File: src/rtl/regfile_write_arbiter.sv
// regfile_write_arbiter
//
// Shares the register file's single write port between the pipeline writeback
// stage and a long-latency result source. Writeback always wins. Long-latency
// results wait in an in-order circular buffer and drain on idle write-port
// cycles. Entries are squashed when a younger writeback hits the same rd.
// The block also answers pending-write lookups for the hazard unit, and raises
// a registered stall request when the buffer head is starved.
//
// Ports:
//   clk, reset            rising-edge clock, asynchronous active-high reset
//   wb_valid/rd/data      pipeline writeback request
//   lu_valid/rd/data      long-latency result offer; lu_ready = buffer has room
//   rs1_q, rs2_q          hazard query addresses -> pend_hit1, pend_hit2
//   rf_we/waddr/wdata     register file write port
//   stall_req             registered request for a writeback bubble
//   pending_count         occupied buffer entries, squashed ones included
module regfile_write_arbiter #(
    parameter int unsigned DEPTH        = 4,
    parameter int unsigned STARVE_LIMIT = 8
) (
    input  logic                       clk,
    input  logic                       reset,
    input  logic                       wb_valid,
    input  logic [4:0]                 wb_rd,
    input  logic [31:0]                wb_data,
    input  logic                       lu_valid,
    input  logic [4:0]                 lu_rd,
    input  logic [31:0]                lu_data,
    output logic                       lu_ready,
    input  logic [4:0]                 rs1_q,
    input  logic [4:0]                 rs2_q,
    output logic                       pend_hit1,
    output logic                       pend_hit2,
    output logic                       rf_we,
    output logic [4:0]                 rf_waddr,
    output logic [31:0]                rf_wdata,
    output logic                       stall_req,
    output logic [$clog2(DEPTH):0]     pending_count
);

    localparam int unsigned AW = $clog2(DEPTH);
    localparam int unsigned CW = AW + 1;
    localparam int unsigned SW = $clog2(STARVE_LIMIT + 1);
    localparam logic [CW-1:0] DepthC = CW'(DEPTH);
    localparam logic [SW-1:0] LimitC = SW'(STARVE_LIMIT);

    logic [AW-1:0]    head_q, head_d, tail_q, tail_d;
    logic [CW-1:0]    count_q, count_d;
    logic [DEPTH-1:0] vld_q, vld_d;
    logic [4:0]       ent_rd_q   [DEPTH];
    logic [31:0]      ent_data_q [DEPTH];
    logic [SW-1:0]    starve_q, starve_d;
    logic             stall_q, stall_d;

    logic wb_win;     // writeback owns the port this cycle
    logic nonempty;
    logic head_vld;
    logic pop;        // head leaves the buffer (written or silently dropped)
    logic store;      // accepted result that is actually kept
    logic blocked;    // valid head lost the port to writeback

    always_comb begin
        wb_win   = wb_valid && (wb_rd != 5'd0);
        nonempty = (count_q != '0);
        head_vld = nonempty && vld_q[head_q];
        pop      = !wb_win && nonempty;
        lu_ready = !reset && (count_q < DepthC);
        store    = lu_valid && lu_ready && (lu_rd != 5'd0);
        blocked  = wb_win && head_vld;
    end

    // Write port mux: writeback, else valid head, else idle.
    always_comb begin
        rf_we    = 1'b0;
        rf_waddr = 5'd0;
        rf_wdata = 32'd0;
        if (!reset) begin
            if (wb_win) begin
                rf_we    = 1'b1;
                rf_waddr = wb_rd;
                rf_wdata = wb_data;
            end else if (head_vld) begin
                rf_we    = 1'b1;
                rf_waddr = ent_rd_q[head_q];
                rf_wdata = ent_data_q[head_q];
            end
        end
    end

    // Hazard lookups see only registered state.
    always_comb begin
        pend_hit1 = 1'b0;
        pend_hit2 = 1'b0;
        for (int unsigned i = 0; i < DEPTH; i++) begin
            if (vld_q[i] && (ent_rd_q[i] == rs1_q)) pend_hit1 = 1'b1;
            if (vld_q[i] && (ent_rd_q[i] == rs2_q)) pend_hit2 = 1'b1;
        end
        if (reset || (rs1_q == 5'd0)) pend_hit1 = 1'b0;
        if (reset || (rs2_q == 5'd0)) pend_hit2 = 1'b0;
    end

    always_comb begin
        head_d  = pop ? head_q + AW'(1) : head_q;
        tail_d  = store ? tail_q + AW'(1) : tail_q;
        count_d = count_q;
        if (store && !pop) begin
            count_d = count_q + CW'(1);
        end else if (!store && pop) begin
            count_d = count_q - CW'(1);
        end

        // Younger writeback squashes older buffered writes to the same rd.
        for (int unsigned i = 0; i < DEPTH; i++) begin
            vld_d[i] = vld_q[i] && !(wb_win && (ent_rd_q[i] == wb_rd));
        end
        if (pop) vld_d[head_q] = 1'b0;
        // Slot at tail is never the head being popped: store needs room, pop needs data.
        if (store) vld_d[tail_q] = !(wb_win && (wb_rd == lu_rd));

        starve_d = starve_q;
        if (pop || (count_d == '0)) begin
            starve_d = '0;
        end else if (blocked && (starve_q != LimitC)) begin
            starve_d = starve_q + SW'(1);
        end

        stall_d = stall_q;
        if (pop) begin
            stall_d = 1'b0;
        end else if (starve_d == LimitC) begin
            stall_d = 1'b1;
        end
    end

    always_ff @(posedge clk or posedge reset) begin
        if (reset) begin
            head_q   <= '0;
            tail_q   <= '0;
            count_q  <= '0;
            vld_q    <= '0;
            starve_q <= '0;
            stall_q  <= 1'b0;
        end else begin
            head_q   <= head_d;
            tail_q   <= tail_d;
            count_q  <= count_d;
            vld_q    <= vld_d;
            starve_q <= starve_d;
            stall_q  <= stall_d;
        end
    end

    // Payload needs no reset; the valid bits and count qualify it.
    always_ff @(posedge clk) begin
        if (store) begin
            ent_rd_q[tail_q]   <= lu_rd;
            ent_data_q[tail_q] <= lu_data;
        end
    end

    assign stall_req     = stall_q;
    assign pending_count = count_q;

endmodule

File: config.mk
export PLATFORM = sky130hd
export DESIGN_NAME = regfile_write_arbiter
export DESIGN_NICKNAME = d
export VERILOG_FILES = /design/src/rtl/regfile_write_arbiter.sv
export SDC_FILE = /design/constraint.sdc
export NUM_CORES = 1
export LEC_CHECK = 0
export CAP_MARGIN = 40
export CORE_ASPECT_RATIO = 0.75
export CORE_UTILIZATION = 25
export CTS_CLUSTER_SIZE = 12
export DETAILED_ROUTE_END_ITERATION = 16
export SLEW_MARGIN = 20
export SYNTH_ARGS = -nofsm -noshare
export SYNTH_HDL_FRONTEND = slang
export SYNTH_SLANG_ARGS = --single-unit
File: constraint.sdc
create_clock -name clk -period 10.8 [get_ports clk]
set_input_delay 3.24 -clock clk [delete_from_list [all_inputs] [get_ports clk]]
set_output_delay 3.24 -clock clk [all_outputs]
set_load 0.05 [all_outputs]
==> results of run 1 <==
## how the worst max path moves through the flow
stage | end | cells past startpoint | slack (ns) | startpoint
2_1_floorplan | rf_waddr[3] | 8 | 2.29 | wb_rd[1]
3_3_place_gp | rf_waddr[2] | 7 | 1.05 | wb_rd[2]
3_5_place_dp | rf_waddr[2] | 7 | 1.03 | wb_rd[1]
4_1_cts | rf_waddr[2] | 7 | 1.02 | wb_rd[1]
5_1_grt | rf_waddr[2] | 7 | 0.95 | wb_rd[1]
6_report | rf_waddr[2] | 7 | 1.13 | wb_rd[0]
## worst max-delay path, cell delays in order
cell,delay [ns]
clkdlybuf4s50_1,0.61
or4_4,0.62
o21a_2,0.25
nor2_8,0.48
a22oi_1,0.15
nor2_1,0.23
clkdlybuf4s50_1,0.84
## layer usage
layer / GRT usage, % / routed length, µm / vias up
met3: 3.67 / 1020 / 14
met4: 3.03 / 186 / 0
li1: - / - / 2200
met5: 0 / 0 / -
met1: 18.0 / 9600 / 2442
met2: 19.1 / 8740 / 111
## cell type report
type / count / area (µm²)
multi-input cells: 293 / 2690
inverters: 14 / 52.6
repair buffers: 143 / 1430
fillers: 2972 / 20300
clock inverters: 15 / 140
flip-flops and latches: 164 / 4850
clock buffers: 17 / 425
well taps: 399 / 499
## per-stage QoR
stage	power [mW]	std cells	hold WS [ns]
6_report	2.10	1045	0.622
5_1_grt	2.21	1045	0.650
4_1_cts	2.12	1043	0.614
3_5_place_dp	1.53	1011	0.600
3_3_place_gp	1.53	1011	0.600
2_1_floorplan	1.31	508	0.548
## sequential cells by signal, summed over array words and instances, names as in the netlist
name / cells
head_q: 2
ent_rd_q: 20
vld_q: 4
pending_count: 3
starve_q: 4
stall_req: 1
ent_data_q: 128
tail_q: 2
## kinds of logic (layout without fill, tap and decap cells)
logic type      after synthesis  after routing  synth area share, %
xor+xnor                     73             73                 8.24
buf+inv                      51            189                 2.95
fa+ha+maj                    13             13                 2.10
simple gates                 97             97                 6.37
compound gates               65             65                 6.00
mux                          45             45                 11.9
flops                       164            164                 62.5
## layout by cell type, fill, tap and decap left out, types with 3 or more instances in the layout
master and instances:
a21oi_1 3, a22oi_1 38, a31oi_1 5, and2_2 4, buf_4 9, clkbuf_16 17
clkdlybuf4s50_1 131, dfrtp_1 14, edfxtp_1 148, ha_1 13, inv_1 14, inv_6 6
mux2_2 5, mux2i_1 3, mux4_2 37, nand2_1 4, nand2b_1 3, nand3_1 6
nand4_1 4, nor2_1 46, nor3_1 8, nor4_1 9, o21ai_0 9, o311a_1 3
or4_1 3, xnor2_1 24, xor2_1 49
## where the power goes
part	switching [mW]	leakage, nW	total, mW	internal, mW
clock	0.278	0.272	0.582	0.304
combinational	0.395	1.57	0.700	0.305
sequential	0.0483	1.54	0.814	0.766
==> reports/qor.yml, run 1 <==
detailed_routing:
  firstDrtPassIters: 4
  ant_nets: 0
  drtIter0Drc: 255
  via_per_inst: 4.56
  route.detailed.drc: 0
  num_vias: 4767
  wl_per_cell_um: 18.7
  wl_mm: 19.5
die:
  die-width_um: 205
  start_util_pct: 25.6
  io-pin-count: 133
  core_area_um2: 30300
  fp-row-count: 55
  die_h_um: 155
  dieArea_um2: 31700
min_path:
  min_path_cells: 1
  min_to: "stall_req"
  hp-start: "stall_req"
  hold_class: "reg -> reg"
worst_setup_path:
  r2r_slack_ns: 8.25
  crit_required_ns: 7.56
  critPathArrivalTime_ns: 6.43
  reg2regPathDepth: 8
  timing.rr.end: "stall_req"
  worstSetupPathType: "in -> out"
  worstSetupEndpointType: "output pin"
  r2r-start: "pending_count[0]"
  start_kind: "input pin"
  cp_max_fo: 37
clocking:
  clkSinkCount: 164
  htreeDepth: 4
  cts_tree: "yes"
  path_clk_slew_ns: 0.07
  cts_buffers: 17
  ctsResizeCount: 0
  cts_hold_buf: 0
  worstSkewPairLatency_ns: 0.43
  cts_setup_buffers: 0
  cts_max_path_buffers: 2
  cts_root_buf: "clkbuf_16"
synthesis:
  syn-num-nets: 609
  synth_cell_type_count: 41
  yosys_warnings: 0
  synth_seq_area_share_pct: 62.5
  yosysMostFrequentCell: "edfxtp_1"
  syn_area_um2: 7750
  ys_ff_latch: 164
  synth_top_area_share_pct: 57.3
  synth_area_leader_cell: "edfxtp_1"
  netlist_instances: 508
  synth_edf_count: 148
  syn_area_per_cell_um2: 15.3
  synth_flop_cell: "edfxtp_1"
  async_flop_share_pct: 9.76
  synthTopCellsByArea: "edfxtp_1 (57%), mux4_2 (11%), xor2_1 (5.5%)"
  synth_common_cells: "edfxtp_1 (148), xor2_1 (49), nor2_1 (46), a22oi_1 (38), mux4_2 (37)"
timing:
  finalHoldViolations: 0
  fmax_ghz: 0.103
  slew_violations: 0
  tightest_slew_ns: 0.830
  clock-skew-final_ns: 0.0122
  post-route-period-util_pct: 89.6
  fin_crit_ns: 9.67
  setup_ws_ns: 1.13
  rsz0062_at_grt: "false"
  setup_viol: 0
  slew_headroom_pct: 44.6
  tns_ns: 0
grt:
  gr-total-overflow: 0
  grt_max_degree: 47
  grt_pass1_wl_mm: 29.6
  antenna_found_initial: 0
  grt_pass1_vias: 4877
  track_usage_pct: 12.8
layout:
  finalNetCount: 734
  post-route-util_pct: 33.2
  fin_area_um2: 10100
  syn_to_final_growth_pct: 30.0
  antenna_cells: 0
  drive_gt1_share_pct: 14.6
placement:
  post-place-ws_ns: 1.03
  io_buffers: 132
  dp_hpwl_mm: 12.8
  place_congestion: 0.814
  placed_area_um2: 9470
run_status:
  status: "finished clean"
power_and_ir_drop:
  leakage_nw: 3.39
  p_per_area_nw_per_um2: 208
  ir_worst_vdd_v: 0.0000967
run:
  max_cap_viol_count: 0
Power figures use the tool's default switching activity.
==> run 2, diff against run 1 <==
- CORE_UTILIZATION: 25 -> 33
- CTS_BUF_LIST: not set -> sky130_fd_sc_hd__clkbuf_4 sky130_fd_sc_hd__clkbuf_8
- SETUP_SLACK_MARGIN: not set -> 0.3
==> run 2 against run 1 <==
Against the previous run: wire length decreased by 1.2%; hold slack worse by 0.0017 ns; core utilization grew 9.5 points; setup slack better by 0.057 ns; first-iteration DRC count shrank 0.39%; power shrank 7.1%; sequential cell count unchanged; critical endpoint is now rf_waddr[1]; largest cell class unchanged; largest power group unchanged.
==> reports/qor.yml, run 2 (synthesis results as in run 1) <==
run_status:
  status: "finished clean"
detailed_routing:
  firstDrtPassIters: 4  # unchanged
  num_vias: 4766  # -0.021%
  ant_nets: 0  # unchanged
  drtIter0Drc: 254  # -0.39%
  via_per_inst: 5.04  # +11%
  wl_mm: 19.3  # -1.2%
  route.detailed.drc: 0  # unchanged
  wl_per_cell_um: 20.4  # +9.3%
clocking:
  path_clk_slew_ns: 0.09  # +0.02 ns
  cts_hold_buf: 0  # unchanged
  cts_tree: "yes"
  worstSkewPairLatency_ns: 0.45  # +0.02 ns
  cts_max_path_buffers: 2  # unchanged
  ctsResizeCount: 0  # unchanged
  clkSinkCount: 164  # unchanged
  cts_root_buf: "clkbuf_8"
  cts_setup_buffers: 0  # unchanged
  cts_buffers: 17  # unchanged
  htreeDepth: 4  # unchanged
timing:
  tightest_slew_ns: 1.02  # +0.189 ns
  post-route-period-util_pct: 89.1  # -0.53 points
  tns_ns: 0  # unchanged
  slew_headroom_pct: 32.1  # -13 points
  rsz0062_at_grt: "false"
  finalHoldViolations: 0  # unchanged
  fin_crit_ns: 9.62  # -0.0570 ns
  setup_viol: 0  # unchanged
  slew_violations: 0  # unchanged
  clock-skew-final_ns: 0.00874  # -0.00345 ns
  fmax_ghz: 0.104  # +0.59%
  setup_ws_ns: 1.18  # +0.0570 ns
layout:
  antenna_cells: 0  # unchanged
  reg_top3: "ent_data_q: 128 flops, ent_rd_q: 20 flops"
  syn_to_final_growth_pct: 26.7
  mostFrequentLayoutCells: "edfxtp_1 (148), clkdlybuf4s50_1 (131), xor2_1 (49)"
  seq_area_um2: 4850  # unchanged
  largest_reg_flops: 128  # unchanged
  drive_gt1_share_pct: 14.6  # +0.023 points
  finalNetCount: 733  # -0.14%
  multiInputGateArea_um2: 2690  # unchanged
  n_fill_cell: 2036  # -31%
  mostFrequentLayoutCell: "edfxtp_1"
  post-route-util_pct: 42.7  # +9.5 points
  regMostFlops: "ent_data_q"
run:
  max_cap_viol_count: 0  # unchanged
die:
  io-pin-count: 133  # unchanged
  die-width_um: 179  # -13%
  start_util_pct: 33.7  # +8.2 points
  fp-row-count: 48  # -13%
  dieArea_um2: 24100  # -24%
  core_area_um2: 23000  # -24%
  die_h_um: 135  # -13%
grt:
  grt_max_degree: 47  # unchanged
  grt_pass1_wl_mm: 29.0  # -2.0%
  grt_pass1_vias: 5022  # +3.0%
  gr-total-overflow: 0  # unchanged
  antenna_found_initial: 1  # +1
  track_usage_pct: 16.7  # +4.0 points
placement:
  dp_hpwl_mm: 12.9  # +0.71%
  post-place-ws_ns: 1.16  # +0.134 ns
  place_congestion: 0.852  # +4.7%
  io_buffers: 132  # unchanged
worst_setup_path:
  cp_common_cell: "clkdlybuf4s50_1"
  worstSetupEndpointType: "output pin"
  cpLargestDelayFamily: "buffers and inverters"
  critPathSlowestCell: "clkdlybuf4s50_1"
  worstSetupPathType: "in -> out"
  critPathArrivalTime_ns: 6.38  # -0.05 ns
  r2r-start: "pending_count[0]"
  r2r_slack_ns: 8.06  # -0.19 ns
  crit_cells: 7  # unchanged
  path_cells: "clkdlybuf4s50_1 -> or4_4 -> o21a_2 -> nor2_8 -> a22oi_1 -> nor2_1 -> clkdlybuf4s50_1"
  cp_num_buf_inv: 2  # unchanged
  reg2regPathDepth: 8  # unchanged
  timing.rr.end: "stall_req"
  start_kind: "input pin"
  slowest_delay_ns: 0.82  # -0.02 ns
  crit_required_ns: 7.56  # about the same
  cp_max_fo: 37  # unchanged
min_path:
  min_to: "starve_q[3]"
  min_path_cells: 2  # +1
  hold_class: "reg -> reg"
  hp-start: "starve_q[3]"
power_and_ir_drop:
  leakage_nw: 3.32  # -1.9%
  ir_worst_vdd_v: 0.000102  # +5.0%
  p_per_area_nw_per_um2: 198  # -4.7%
## run 2: per-layer routing
metal | GRT usage, % | up-vias | routed length, µm
met5 | 0 | - | 0
met4 | 4.57 | 0 | 153
met3 | 4.65 | 14 | 1720
met2 | 27.7 | 164 | 9130
met1 | 21.4 | 2389 | 8300
li1 | - | 2199 | -
## run 2: final cells by class
class | instances | share of cell area [%]
multi-input combinational | 293 | 27.3
inverter | 14 | 0.535
clock inverter | 14 | 1.45
timing repair buffer | 142 | 15.1
tap | 300 | 3.82
sequential | 164 | 49.3
clock buffer | 18 | 2.46
## run 2: how the worst max path moves through the flow
stage | slack, ns | end | startpoint
2_1_floorplan | 2.29 | rf_waddr[3] | wb_rd[1]
3_3_place_gp | 1.25 | rf_waddr[1] | wb_rd[1]
3_5_place_dp | 1.16 | rf_wdata[16] | wb_rd[1]
4_1_cts | 1.15 | rf_wdata[16] | wb_rd[1]
5_1_grt | 1.03 | rf_waddr[0] | wb_rd[1]
6_report | 1.18 | rf_waddr[1] | wb_rd[3]
## run 2: where the power goes
part           switching [mW]  internal, mW  leakage, nW
combinational           0.397         0.312         1.58
sequential             0.0459         0.765         1.54
clock                   0.235         0.192        0.197
total                   0.678          1.27         3.32
## run 2: stage by stage
stage / hold WS [ns] / instance area (µm²) / std cells / power (mW)
after global placement: 0.580 / 9310 / 907 / 1.51
after CTS: 0.616 / 9760 / 942 / 1.96
after floorplan: 0.548 / 7750 / 508 / 1.31
after global routing: 0.637 / 9830 / 945 / 2.05
final: 0.621 / 9830 / 945 / 1.95
after detailed placement: 0.597 / 9380 / 910 / 1.53
## run 2: worst reg2reg max path, cell delays in order (launching register included)
cell and delay (ns):
dfrtp_1 0.45, inv_1 0.10, ha_1 0.15, ha_1 0.36
nor2b_1 0.09, a22oi_1 0.82, nand3b_1 0.31, mux2i_1 0.23
o211a_1 0.17
